==> src/rtl/pic_pkg.sv <==
// Shared types and constants for the interrupt-controller command sequencer.
// Holds the init FSM state encoding, OCW2 command codes and command-byte bit positions.
package pic_pkg;

    typedef enum logic [2:0] {
        ST_IDLE      = 3'd0,
        ST_WAIT_ICW2 = 3'd1,
        ST_WAIT_ICW3 = 3'd2,
        ST_WAIT_ICW4 = 3'd3,
        ST_READY     = 3'd4
    } state_t;

    // OCW2 {R, SL, EOI} codes
    localparam logic [2:0] OCW2_RAEOI_CLR = 3'b000;
    localparam logic [2:0] OCW2_NSEOI     = 3'b001;
    localparam logic [2:0] OCW2_NOP       = 3'b010;
    localparam logic [2:0] OCW2_SEOI      = 3'b011;
    localparam logic [2:0] OCW2_RAEOI_SET = 3'b100;
    localparam logic [2:0] OCW2_ROT_NSEOI = 3'b101;
    localparam logic [2:0] OCW2_SETPRIO   = 3'b110;
    localparam logic [2:0] OCW2_ROT_SEOI  = 3'b111;

    localparam int ICW1_IC4_BIT   = 0;
    localparam int ICW1_SNGL_BIT  = 1;
    localparam int ICW1_LTIM_BIT  = 3;
    localparam int ICW1_SEL_BIT   = 4;
    localparam int ICW4_AEOI_BIT  = 1;
    localparam int OCW3_SEL_BIT   = 3;
    localparam int OCW3_RIS_BIT   = 0;
    localparam int OCW3_RR_BIT    = 1;
    localparam int OCW3_P_BIT     = 2;
    localparam int OCW3_SMM_BIT   = 5;
    localparam int OCW3_ESMM_BIT  = 6;

endpackage

==> src/rtl/pic_ocw2_decoder.sv <==
// Combinational decode of the OCW2 {R, SL, EOI} field into command strobes.
// The sequencer qualifies these with the OCW2 write condition and registers them.
module pic_ocw2_decoder
    import pic_pkg::*;
(
    input  logic [2:0] i_code,
    output logic       o_eoi,
    output logic       o_specific,
    output logic       o_rotate,
    output logic       o_setprio,
    output logic       o_raeoi_set,
    output logic       o_raeoi_clr
);

    always_comb begin
        o_eoi       = 1'b0;
        o_specific  = 1'b0;
        o_rotate    = 1'b0;
        o_setprio   = 1'b0;
        o_raeoi_set = 1'b0;
        o_raeoi_clr = 1'b0;
        case (i_code)
            OCW2_NSEOI:     o_eoi = 1'b1;
            OCW2_SEOI: begin
                o_eoi      = 1'b1;
                o_specific = 1'b1;
            end
            OCW2_ROT_NSEOI: begin
                o_eoi    = 1'b1;
                o_rotate = 1'b1;
            end
            OCW2_ROT_SEOI: begin
                o_eoi      = 1'b1;
                o_specific = 1'b1;
                o_rotate   = 1'b1;
            end
            // set priority is a rotation to a chosen level
            OCW2_SETPRIO: begin
                o_setprio = 1'b1;
                o_rotate  = 1'b1;
            end
            OCW2_RAEOI_SET: o_raeoi_set = 1'b1;
            OCW2_RAEOI_CLR: o_raeoi_clr = 1'b1;
            default:        ;
        endcase
    end

endmodule

==> src/rtl/pic_command_sequencer.sv <==
// Write-side controller: sequences ICW1..ICW4, then decodes OCW1..OCW3 into
// mask, mode bits and one-cycle command pulses for the rest of the controller.
module pic_command_sequencer
    import pic_pkg::*;
#(
    parameter int                NUM_IR      = 8,
    parameter logic [NUM_IR-1:0] IMR_RST_VAL = '0,
    localparam int               LVL_W       = $clog2(NUM_IR)
) (
    input  logic              i_clk,
    input  logic              i_reset,
    input  logic              i_wr_en,
    input  logic              i_a0,
    input  logic [7:0]        i_din,
    output logic              o_init_done,
    output logic [NUM_IR-1:0] o_imr,
    output logic [4:0]        o_vector_base,
    output logic              o_single_mode,
    output logic              o_level_trig,
    output logic [7:0]        o_cascade_cfg,
    output logic              o_aeoi,
    output logic              o_rotate_aeoi,
    output logic              o_eoi_pulse,
    output logic              o_eoi_specific,
    output logic [LVL_W-1:0]  o_eoi_level,
    output logic              o_rotate_pulse,
    output logic              o_setprio_pulse,
    output logic              o_read_isr,
    output logic              o_poll_req,
    output logic              o_special_mask
);

    state_t             r_state;
    logic               r_init_done;
    logic [NUM_IR-1:0]  r_imr;
    logic [4:0]         r_vector_base;
    logic               r_single, r_ltim, r_ic4;
    logic [7:0]         r_cascade_cfg;
    logic               r_aeoi, r_rotate_aeoi;
    logic               r_eoi_pulse, r_eoi_specific, r_rotate_pulse, r_setprio_pulse;
    logic [LVL_W-1:0]   r_eoi_level;
    logic               r_read_isr, r_poll_req, r_special_mask;

    logic w_eoi, w_specific, w_rotate, w_setprio, w_raeoi_set, w_raeoi_clr;
    logic w_icw1;

    assign w_icw1 = i_wr_en && !i_a0 && i_din[ICW1_SEL_BIT];

    pic_ocw2_decoder u_ocw2_dec (
        .i_code      (i_din[7:5]),
        .o_eoi       (w_eoi),
        .o_specific  (w_specific),
        .o_rotate    (w_rotate),
        .o_setprio   (w_setprio),
        .o_raeoi_set (w_raeoi_set),
        .o_raeoi_clr (w_raeoi_clr)
    );

    always_ff @(posedge i_clk) begin
        if (i_reset) begin
            r_state         <= ST_IDLE;
            r_init_done     <= 1'b0;
            r_imr           <= IMR_RST_VAL;
            r_vector_base   <= '0;
            r_single        <= 1'b0;
            r_ltim          <= 1'b0;
            r_ic4           <= 1'b0;
            r_cascade_cfg   <= '0;
            r_aeoi          <= 1'b0;
            r_rotate_aeoi   <= 1'b0;
            r_eoi_pulse     <= 1'b0;
            r_eoi_specific  <= 1'b0;
            r_eoi_level     <= '0;
            r_rotate_pulse  <= 1'b0;
            r_setprio_pulse <= 1'b0;
            r_read_isr      <= 1'b0;
            r_poll_req      <= 1'b0;
            r_special_mask  <= 1'b0;
        end else begin
            r_eoi_pulse     <= 1'b0;
            r_eoi_specific  <= 1'b0;
            r_rotate_pulse  <= 1'b0;
            r_setprio_pulse <= 1'b0;
            r_poll_req      <= 1'b0;

            if (w_icw1) begin
                r_init_done    <= 1'b0;
                r_imr          <= IMR_RST_VAL;
                r_rotate_aeoi  <= 1'b0;
                r_special_mask <= 1'b0;
                r_read_isr     <= 1'b0;
                r_single       <= i_din[ICW1_SNGL_BIT];
                r_ltim         <= i_din[ICW1_LTIM_BIT];
                r_ic4          <= i_din[ICW1_IC4_BIT];
                // no slaves in single mode, so cascade config must not linger
                if (i_din[ICW1_SNGL_BIT])
                    r_cascade_cfg <= '0;
                r_state <= ST_WAIT_ICW2;
            end else if (i_wr_en) begin
                case (r_state)
                    ST_WAIT_ICW2: if (i_a0) begin
                        r_vector_base <= i_din[7:3];
                        if (!r_single) begin
                            r_state <= ST_WAIT_ICW3;
                        end else if (r_ic4) begin
                            r_state <= ST_WAIT_ICW4;
                        end else begin
                            r_state     <= ST_READY;
                            r_init_done <= 1'b1;
                        end
                    end
                    ST_WAIT_ICW3: if (i_a0) begin
                        r_cascade_cfg <= i_din;
                        if (r_ic4) begin
                            r_state <= ST_WAIT_ICW4;
                        end else begin
                            r_state     <= ST_READY;
                            r_init_done <= 1'b1;
                        end
                    end
                    ST_WAIT_ICW4: if (i_a0) begin
                        r_aeoi      <= i_din[ICW4_AEOI_BIT];
                        r_state     <= ST_READY;
                        r_init_done <= 1'b1;
                    end
                    ST_READY: begin
                        if (i_a0) begin
                            r_imr <= i_din[NUM_IR-1:0];
                        end else if (!i_din[OCW3_SEL_BIT]) begin
                            r_eoi_level     <= i_din[LVL_W-1:0];
                            r_eoi_pulse     <= w_eoi;
                            r_eoi_specific  <= w_specific;
                            r_rotate_pulse  <= w_rotate;
                            r_setprio_pulse <= w_setprio;
                            if (w_raeoi_set)
                                r_rotate_aeoi <= 1'b1;
                            else if (w_raeoi_clr)
                                r_rotate_aeoi <= 1'b0;
                        end else begin
                            if (i_din[OCW3_RR_BIT])
                                r_read_isr <= i_din[OCW3_RIS_BIT];
                            if (i_din[OCW3_ESMM_BIT])
                                r_special_mask <= i_din[OCW3_SMM_BIT];
                            r_poll_req <= i_din[OCW3_P_BIT];
                        end
                    end
                    default: ;
                endcase
            end
        end
    end

    assign o_init_done     = r_init_done;
    assign o_imr           = r_imr;
    assign o_vector_base   = r_vector_base;
    assign o_single_mode   = r_single;
    assign o_level_trig    = r_ltim;
    assign o_cascade_cfg   = r_cascade_cfg;
    assign o_aeoi          = r_aeoi;
    assign o_rotate_aeoi   = r_rotate_aeoi;
    assign o_eoi_pulse     = r_eoi_pulse;
    assign o_eoi_specific  = r_eoi_specific;
    assign o_eoi_level     = r_eoi_level;
    assign o_rotate_pulse  = r_rotate_pulse;
    assign o_setprio_pulse = r_setprio_pulse;
    assign o_read_isr      = r_read_isr;
    assign o_poll_req      = r_poll_req;
    assign o_special_mask  = r_special_mask;

endmodule

==> config.mk <==
export PLATFORM = sky130hd
export DESIGN_NAME = pic_command_sequencer
export DESIGN_NICKNAME = d
export VERILOG_FILES = /design/src/rtl/pic_pkg.sv /design/src/rtl/pic_ocw2_decoder.sv /design/src/rtl/pic_command_sequencer.sv
export SDC_FILE = /design/constraint.sdc
export NUM_CORES = 1
export LEC_CHECK = 0
export BUFFER_PORTS_ARGS = -buffer_cell sky130_fd_sc_hd__buf_2
export CAP_MARGIN = 25
export CORE_MARGIN = 2
export CORE_UTILIZATION = 41
export DETAILED_ROUTE_END_ITERATION = 12
export HOLD_SLACK_MARGIN = 0.15
export PLACE_DENSITY_LB_ADDON = 0.12
export SLEW_MARGIN = 40
export SYNTH_ARGS = -nofsm -noshare
export SYNTH_HDL_FRONTEND = slang
export SYNTH_HIERARCHICAL = 1
export SYNTH_SLANG_ARGS = --single-unit
==> constraint.sdc <==
create_clock -name i_clk -period 3.7 [get_ports i_clk]
set_input_delay 0.74 -clock i_clk [delete_from_list [all_inputs] [get_ports i_clk]]
set_output_delay 0.74 -clock i_clk [all_outputs]
set_load 0.02 [all_outputs]
==> results.cfg, run 1 <==
[synthesis]
async_reset_ff_share_pct = 0
synth.largest_area_cell = dfxtp_1
syn_area_per_cell_um2 = 8.96
ys_seq_area_share_pct = 44.0
synth_common_cells = dfxtp_1 (40), nand3_1 (25), a21oi_1 (21), o21ai_1 (21), nand2b_1 (9)
synth_top_area_share_pct = 44.0
syn_inst = 203
yosysMostFrequentCell = dfxtp_1
syn_area_um2 = 1820
ys_ff_latch = 40
yosysUniqueCellTypes = 44
syn-num-nets = 215
synth_edf_count = 0
synth_flop_cell = dfxtp_1
synthTopCellsByArea = dfxtp_1 (44%), nand3_1 (6.9%), a21oi_1 (5.8%), o21ai_1 (5.8%), nand2b_1 (3.1%)
synth_warnings = 6

[layout]
num_antenna_cells = 0
drive_gt1_share_pct = 27.4
layout.nets = 253
synthToLayoutAreaGrowth_pct = 15.6
final_util_pct = 48.6

[clock_network]
clkTransAtPathRegs_ps = 70
cts_made_buffers = 5
cts.sinks = 40
ctsHoldBuffers = 0
post_cts_buffers = 0
cts-root-buf = clkbuf_8
post_cts_resize_count = 0
cts-htree-levels = 2
worstSkewPairLatency_ps = 290
cts_tree = built
clk_path_buf_depth = 2

[place]
hpwl_mm = 2.88
io_buffers = 47
place.gp.congestion = 0.752

[global_routing]
grt_first_pass_wirelength_mm = 7.16
grt_pass1_vias = 1484
grtUsageTotal_pct = 18.0
grt_antenna_before_repair = 0
grt_max_degree = 26
gr-total-overflow = 0

[drt]
drt_iter0_drc = 94
vias = 1577
drc = 0
ant_nets = 0
viasPerCell = 5.38
dr.pass1.iters = 4
wl_per_cell_um = 14.4
routed_wl_mm = 4.22

[floorplan]
rows = 24
initial_core_util_pct = 42.1
ios = 48
core_area_um2 = 4320
dieArea_um2 = 4990
die_y_um = 70.6
die_x_um = 70.6

[setup_path]
critPathCaptureType = primary output
cp_max_fo = 5
path_cells = buf_2
reg2reg_from = r_state[1]
cp_top_family = flip-flops
cpPeakStageDelay_ps = 390
reg2reg_to = r_state[0]
regToRegSetupSlack_ps = 2150
cp_slowest_cell = dfxtp_1
critPathBufInv = 1
critPathLaunch = o_single_mode
critPathKind = flip-flop to primary output
required_ps = 2960
reg2reg_depth = 3
cp.arrival_ps = 870
critPathLaunchType = flip-flop
cp.depth = 1
cp-endpoint = o_single_mode

[timing]
finClkSkew_ps = 3.61
fmax_ghz = 0.621
fin_crit_ps = 1610
setup_tns_ps = 0
final-hold-violation-count = 0
slew_headroom_pct = 58.9
worst_slew_pin_slew_ps = 616
fin_crit_sh_pct = 43.6
rsz0062_at_grt = no
slew_violations = 0
setup_viol = 0

[pwr]
vdd_ir_drop_max_v = 0.000134
p_leak_nw = 0.858
power.density_nw_per_um2 = 366

[job]
maxCapViolCount = 0

[min_path]
worstHoldPathCells = 2
hold_class = flip-flop to flip-flop

[outcome]
status = completed
how the worst min path moves through the flow:
stage | to | startpoint | slack [ps]
after floorplan | r_state[0] | r_ic4 | 520
after global placement | o_cascade_cfg[3] | o_cascade_cfg[3] | 450
after detailed placement | o_cascade_cfg[1] | o_cascade_cfg[1] | 460
after CTS | o_cascade_cfg[0] | o_cascade_cfg[0] | 470
after global routing | o_cascade_cfg[3] | o_cascade_cfg[3] | 490
final | o_cascade_cfg[2] | o_cascade_cfg[2] | 460
per-stage QoR:
step	std cells	worst slack, ps	total power [mW]	instance area [um2]	hold slack (ps)
6_report	293	2090	0.769	2100	463
2_1_floorplan	203	2070	0.488	1820	521
5_1_grt	293	1990	0.804	2100	492
4_1_cts	293	2070	0.778	2100	469
3_3_place_gp	286	1880	0.508	2030	455
3_5_place_dp	286	1860	0.508	2030	456
cell families after synthesis:
logic type / synth area share (%)
AND/OR/NAND/NOR: 29.6
multiplexers: 1.65
buffers and inverters: 6.40
AO/OA/AOI/OAI: 18.3
flip-flops: 44.0
flip-flops by register name (all words and copies together) (netlist names), 3 cells and up:
signal	count
o_cascade_cfg	8
o_eoi_level	3
r_state	3
o_imr	8
o_vector_base	5
worst reg2reg max path, delay by kind of cell, from the launching register on:
| kind | cells | cell delay [ps] |
|---|---|---|
| AND/OR/NAND/NOR | 2 | 630 |
| flip-flops | 1 | 680 |
| AO/OA/AOI/OAI | 1 | 170 |
area by class of cell:
cell class              count  area (um2)
fillers                   435        2220
flip-flops and latches     40         801
multi-input cells         141         902
well taps                  52        65.1
clock inverters             1        5.00
inverters                   6        22.5
repair buffers             47         235
clock buffers               6        72.6
cells in the final DEF, fill, tap and decap left out, types with 2 or more instances in the layout:
| cell | instances |
|---|---|
| or3_1 | 5 |
| mux2i_1 | 3 |
| and2_1 | 4 |
| nand2_1 | 3 |
| inv_1 | 5 |
| a21oi_2 | 2 |
| clkbuf_8 | 5 |
| o21a_1 | 2 |
| buf_2 | 47 |
| o21ai_1 | 21 |
| nor3_1 | 2 |
| nand2b_1 | 9 |
| o21ai_0 | 8 |
| dfxtp_1 | 40 |
| and3b_1 | 4 |
| a21oi_1 | 21 |
| nor2b_1 | 2 |
| nand3b_1 | 5 |
| nand3_1 | 25 |
| nand4bb_1 | 2 |
| nor2_1 | 4 |
report_power, final:
group	switching (mW)	internal, mW
Combinational	0.0398	0.0199
Sequential	0.00504	0.433
Clock	0.143	0.128
Total	0.188	0.581
layer usage:
| metal | GRT usage, % | vias to the layer above | wire [um] | share of wire (%) |
|---|---|---|---|---|
| met2 | 27.6 | 40 | 1920 | 45 |
| met3 | 4.99 | 6 | 267 | 6.3 |
| met5 | 0 | - | 0 | 0 |
| met1 | 25.0 | 733 | 1990 | 47 |
| met4 | 5.66 | 0 | 44 | 1.0 |
| li1 | - | 798 | - | - |
Power figures use the tool's default switching activity.
==> inputs of run 2 (changes only) <==
- clock period: 3.7 -> 1.3 ns (I/O delays scaled with it)
==> results.cfg, run 2 (synthesis results as in run 1) <==
[clock_network]
clk_path_buf_depth = 2
clkTransAtPathRegs_ps = 80
cts_made_buffers = 5
post_cts_resize_count = 0
worstSkewPairLatency_ps = 300
ctsHoldBuffers = 0
post_cts_buffers = 0
cts_tree = built
cts-root-buf = clkbuf_8
cts.sinks = 40
cts-htree-levels = 2

[timing]
worst_slew_pin_slew_ps = 316
setup_ws_ps = 83.0
final-hold-violation-count = 0
fmax_ghz = 0.822
fin_crit_ps = 1220
slew_headroom_pct = 78.7
rsz0062_at_grt = no
setup_viol = 0
setup_tns_ps = 0
fin_crit_sh_pct = 93.6
slew_violations = 0
finClkSkew_ps = 3.57
hold_ws_ps = 222

[layout]
final-seq-area_um2 = 805
multi_input_area_um2 = 911
mostFrequentLayoutCells = buf_2 (47), dfxtp_1 (37), nand3_1 (25), o21ai_1 (21), a21oi_1 (21)
drive_gt1_share_pct = 34.0
synthToLayoutAreaGrowth_pct = 26.7
final_util_pct = 53.3
layout.nets = 270
layout_commonest_cell = buf_2
num_antenna_cells = 0
fillerInstances = 451

[floorplan]
core_area_um2 = 4320
die_y_um = 70.6
rows = 24
die_x_um = 70.6
ios = 48
dieArea_um2 = 4990
initial_core_util_pct = 42.1

[setup_path]
cp.arrival_ps = 1460
required_ps = 1540
critPathLaunchType = flip-flop
cp_max_fo = 15
critPathCaptureType = flip-flop
critPathKind = flip-flop to flip-flop

[place]
dp_slack_ps = 1.47
io_buffers = 47
hpwl_mm = 3.16
place.gp.congestion = 0.791

[drt]
vias = 1625
ant_nets = 0
drt_iter0_drc = 77
drc = 0
routed_wl_mm = 4.46
wl_per_cell_um = 14.3
dr.pass1.iters = 4
viasPerCell = 5.23

[job]
maxCapViolCount = 0

[min_path]
hold_class = primary input to flip-flop

[global_routing]
grt_antenna_before_repair = 0
gr-total-overflow = 0
grt_max_degree = 16
grt_pass1_vias = 1502
grtUsageTotal_pct = 18.8
grt_first_pass_wirelength_mm = 7.33

[pwr]
vdd_ir_drop_max_v = 0.000693
power_mw = 2.57
p_leak_nw = 0.972
power.density_nw_per_um2 = 1120

[outcome]
status = completed
==> run 2: cell types whose count changed in the layout (fill, tap and decap cells not counted), sizes merged <==
cell	before	now
clkbuf	6	7
clkinv	1	0
bufinv	0	1
buf	47	64
==> run 2: worst paths after layout <==
| kind | startpoint | end | slack, ps | cells past startpoint |
|---|---|---|---|---|
| max reg2reg | r_state[1] | o_special_mask | 80 | 4 |
| max | r_state[1] | o_special_mask | 80 | 4 |
| min reg2reg | o_cascade_cfg[1] | o_cascade_cfg[1] | 460 | 2 |
| min | i_reset | r_ic4 | 220 | 2 |
==> run 2: routing by layer <==
| metal | GRT usage (%) | up-vias | part of all wire (%) |
|---|---|---|---|
| met2 | 27.0 | 38 | 43 |
| met5 | 0 | - | 0 |
| met3 | 5.98 | 7 | 5.0 |
| met1 | 27.2 | 744 | 51 |
| met4 | 5.03 | 0 | 1.2 |
| li1 | - | 836 | - |
==> run 2: power by group <==
group          total (mW)  switching [mW]  internal, mW
Clock                1.11           0.437         0.677
Sequential           1.24          0.0103          1.23
Combinational       0.215           0.130        0.0847
==> run 2: per-stage QoR <==
stage                     instance area, um2  cells
after global routing                    2300    311
after detailed placement                2170    303
after floorplan                         1820    203
after global placement                  2170    303
final                                   2300    311
after CTS                               2290    311
==> run 2: cell type report <==
type / count / area share, %
Multi-Input combinational cell: 141 / 39.5
Clock inverter: 1 / 1.30
Sequential cell: 40 / 34.9
Inverter: 6 / 0.977
Tap cell: 52 / 2.82
Clock buffer: 7 / 4.18
Timing Repair Buffer: 64 / 16.3
==> run 2: worst max-delay path: stages, from the launching register on <==
cell      delay, ps
dfxtp_2         390
buf_4           170
nand3b_1        150
or3_1           330
a21oi_2         110
==> inputs of run 3 (changes only) <==
- CORE_UTILIZATION: 41 -> 52
- clock period: 1.3 -> 1.2 ns (I/O delays scaled with it)
==> results.cfg, run 3 (synthesis results as in run 1) <==
[layout]
num_antenna_cells = 0
fin_cells = 311
layout_commonest_cell = buf_2
final_util_pct = 70.1
synthToLayoutAreaGrowth_pct = 28.6
mostFrequentLayoutCells = buf_2 (47), dfxtp_1 (36), o21ai_1 (25), nand3_1 (24), buf_4 (23)
layout.nets = 279
drive_gt1_share_pct = 38.1

[pwr]
p_int_mw = 1.64
power_frac_seq_pct = 61.0
p_clk_share_pct = 27.0
p_leak_nw = 0.986
power.density_nw_per_um2 = 940
combPwrFrac_pct = 12.0
switching_share_pct = 25.5
power_switching_mw = 0.560
vdd_ir_drop_max_v = 0.000681

[timing]
final-hold-violation-count = 0
fin_crit_ps = 1190
finClkSkew_ps = 8.74
worst_slew_pin_slew_ps = 311
setup_viol = 0
fmax_ghz = 0.838
fin_crit_sh_pct = 99.4
slew_violations = 0
slew_headroom_pct = 79.1
rsz0062_at_grt = yes

[drt]
ant_nets = 0
wl_per_cell_um = 14.3
routed_wl_mm = 4.45
vias = 1710
drt_iter0_drc = 50
viasPerCell = 5.50
dr.pass1.iters = 4
drc = 0

[clock_network]
cts_made_buffers = 5
ctsHoldBuffers = 0
cts.sinks = 40
worstSkewPairLatency_ps = 350
clk_path_buf_depth = 2
cts_tree = built
cts-htree-levels = 2
clkTransAtPathRegs_ps = 110
cts-root-buf = clkbuf_4

[setup_path]
cp_slowest_cell = or3_1
required_ps = 1480
cp.arrival_ps = 1480
cp_top_family = simple AND/OR/NAND/NOR gates
cpPeakStageDelay_ps = 390
cp_max_fo = 6
critPathKind = flip-flop to flip-flop
critPathCaptureType = flip-flop
path_cells = nand4bb_4 -> or3_1 -> a21oi_2
critPathLaunchType = flip-flop
critPathBufInv = 0

[place]
placed_cells = 302
place.gp.congestion = 0.827
hpwl_mm = 3.11
io_buffers = 47

[job]
maxCapViolCount = 0

[global_routing]
gr-total-overflow = 0
grtUsageTotal_pct = 23.8
grt_pass1_vias = 1581
grt_first_pass_wirelength_mm = 7.40
grt_antenna_before_repair = 0
grt_max_degree = 17

[outcome]
status = completed

[floorplan]
rows = 21
die_x_um = 63.2
dieArea_um2 = 3990
initial_core_util_pct = 54.5
core_area_um2 = 3340
ios = 48
die_y_um = 63.2

[min_path]
hold_class = primary input to flip-flop
==> run 3: cell types whose count changed in the layout (fill, tap and decap cells not counted), sizes merged <==
cell and delta:
bufinv -1, buf +9, clkbuf -2
==> run 3: power by group through the flow <==
stage	logic, mW	registers (mW)	clock network, mW
floorplan	0.128	1.38	0
global placement	0.240	1.38	0
detailed placement	0.241	1.38	0
CTS	0.248	1.34	0.600
global route	0.283	1.34	0.665
finish	0.264	1.34	0.595
==> run 3: routing by layer <==
| layer | wire length [um] | share of wire (%) | global-route usage, % | up-vias |
|---|---|---|---|---|
| li1 | - | - | - | 850 |
| met1 | 2080 | 47 | 30.7 | 793 |
| met2 | 2060 | 46 | 38.3 | 58 |
| met3 | 222 | 5.0 | 5.89 | 9 |
| met4 | 87 | 2.0 | 9.17 | 0 |
| met5 | 0 | 0 | 0 | - |
==> run 3: final cells by class <==
class / count / area [um2]
clock buffers: 5 / 37.5
multi-input cells: 141 / 950
flip-flops and latches: 40 / 813
well taps: 46 / 57.6
fillers: 308 / 997
repair buffers: 73 / 459
inverters: 6 / 22.5
==> run 3: worst paths after layout <==
kind | startpoint | end | slack [ps] | cells past startpoint
max | r_state[0] | o_special_mask | 7 | 3
min reg2reg | o_imr[0] | o_imr[0] | 460 | 2
min | i_reset | r_state[0] | 160 | 2
max reg2reg | r_state[0] | o_special_mask | 7 | 3
==> run 3: timing repair <==
item                       4_1_cts  5_1_grt
gates resized for setup          6       15
pin swaps                        0        2
setup endpoints to repair       37       33
buffers inserted                 2        2
==> run 3: metrics by stage <==
step / instance area (um2) / hold WS (ps) / setup TNS [ps] / power (mW) / setup WS (ps)
finish: 2340 / 158 / 0 / 2.20 / 6.66
CTS: 2270 / 159 / 0 / 2.19 / 4.94
detailed placement: 2210 / 450 / -2780 / 1.62 / -126
floorplan: 1820 / 369 / -91.7 / 1.51 / -45.9
global route: 2340 / 153 / -115 / 2.29 / -44.8
global placement: 2210 / 450 / -1090 / 1.62 / -87.4
==> run 3: worst reg2reg max path: stages, from the launching register on <==
cell and delay, ps:
dfxtp_4 380, nand4bb_4 250, or3_1 390, a21oi_2 120
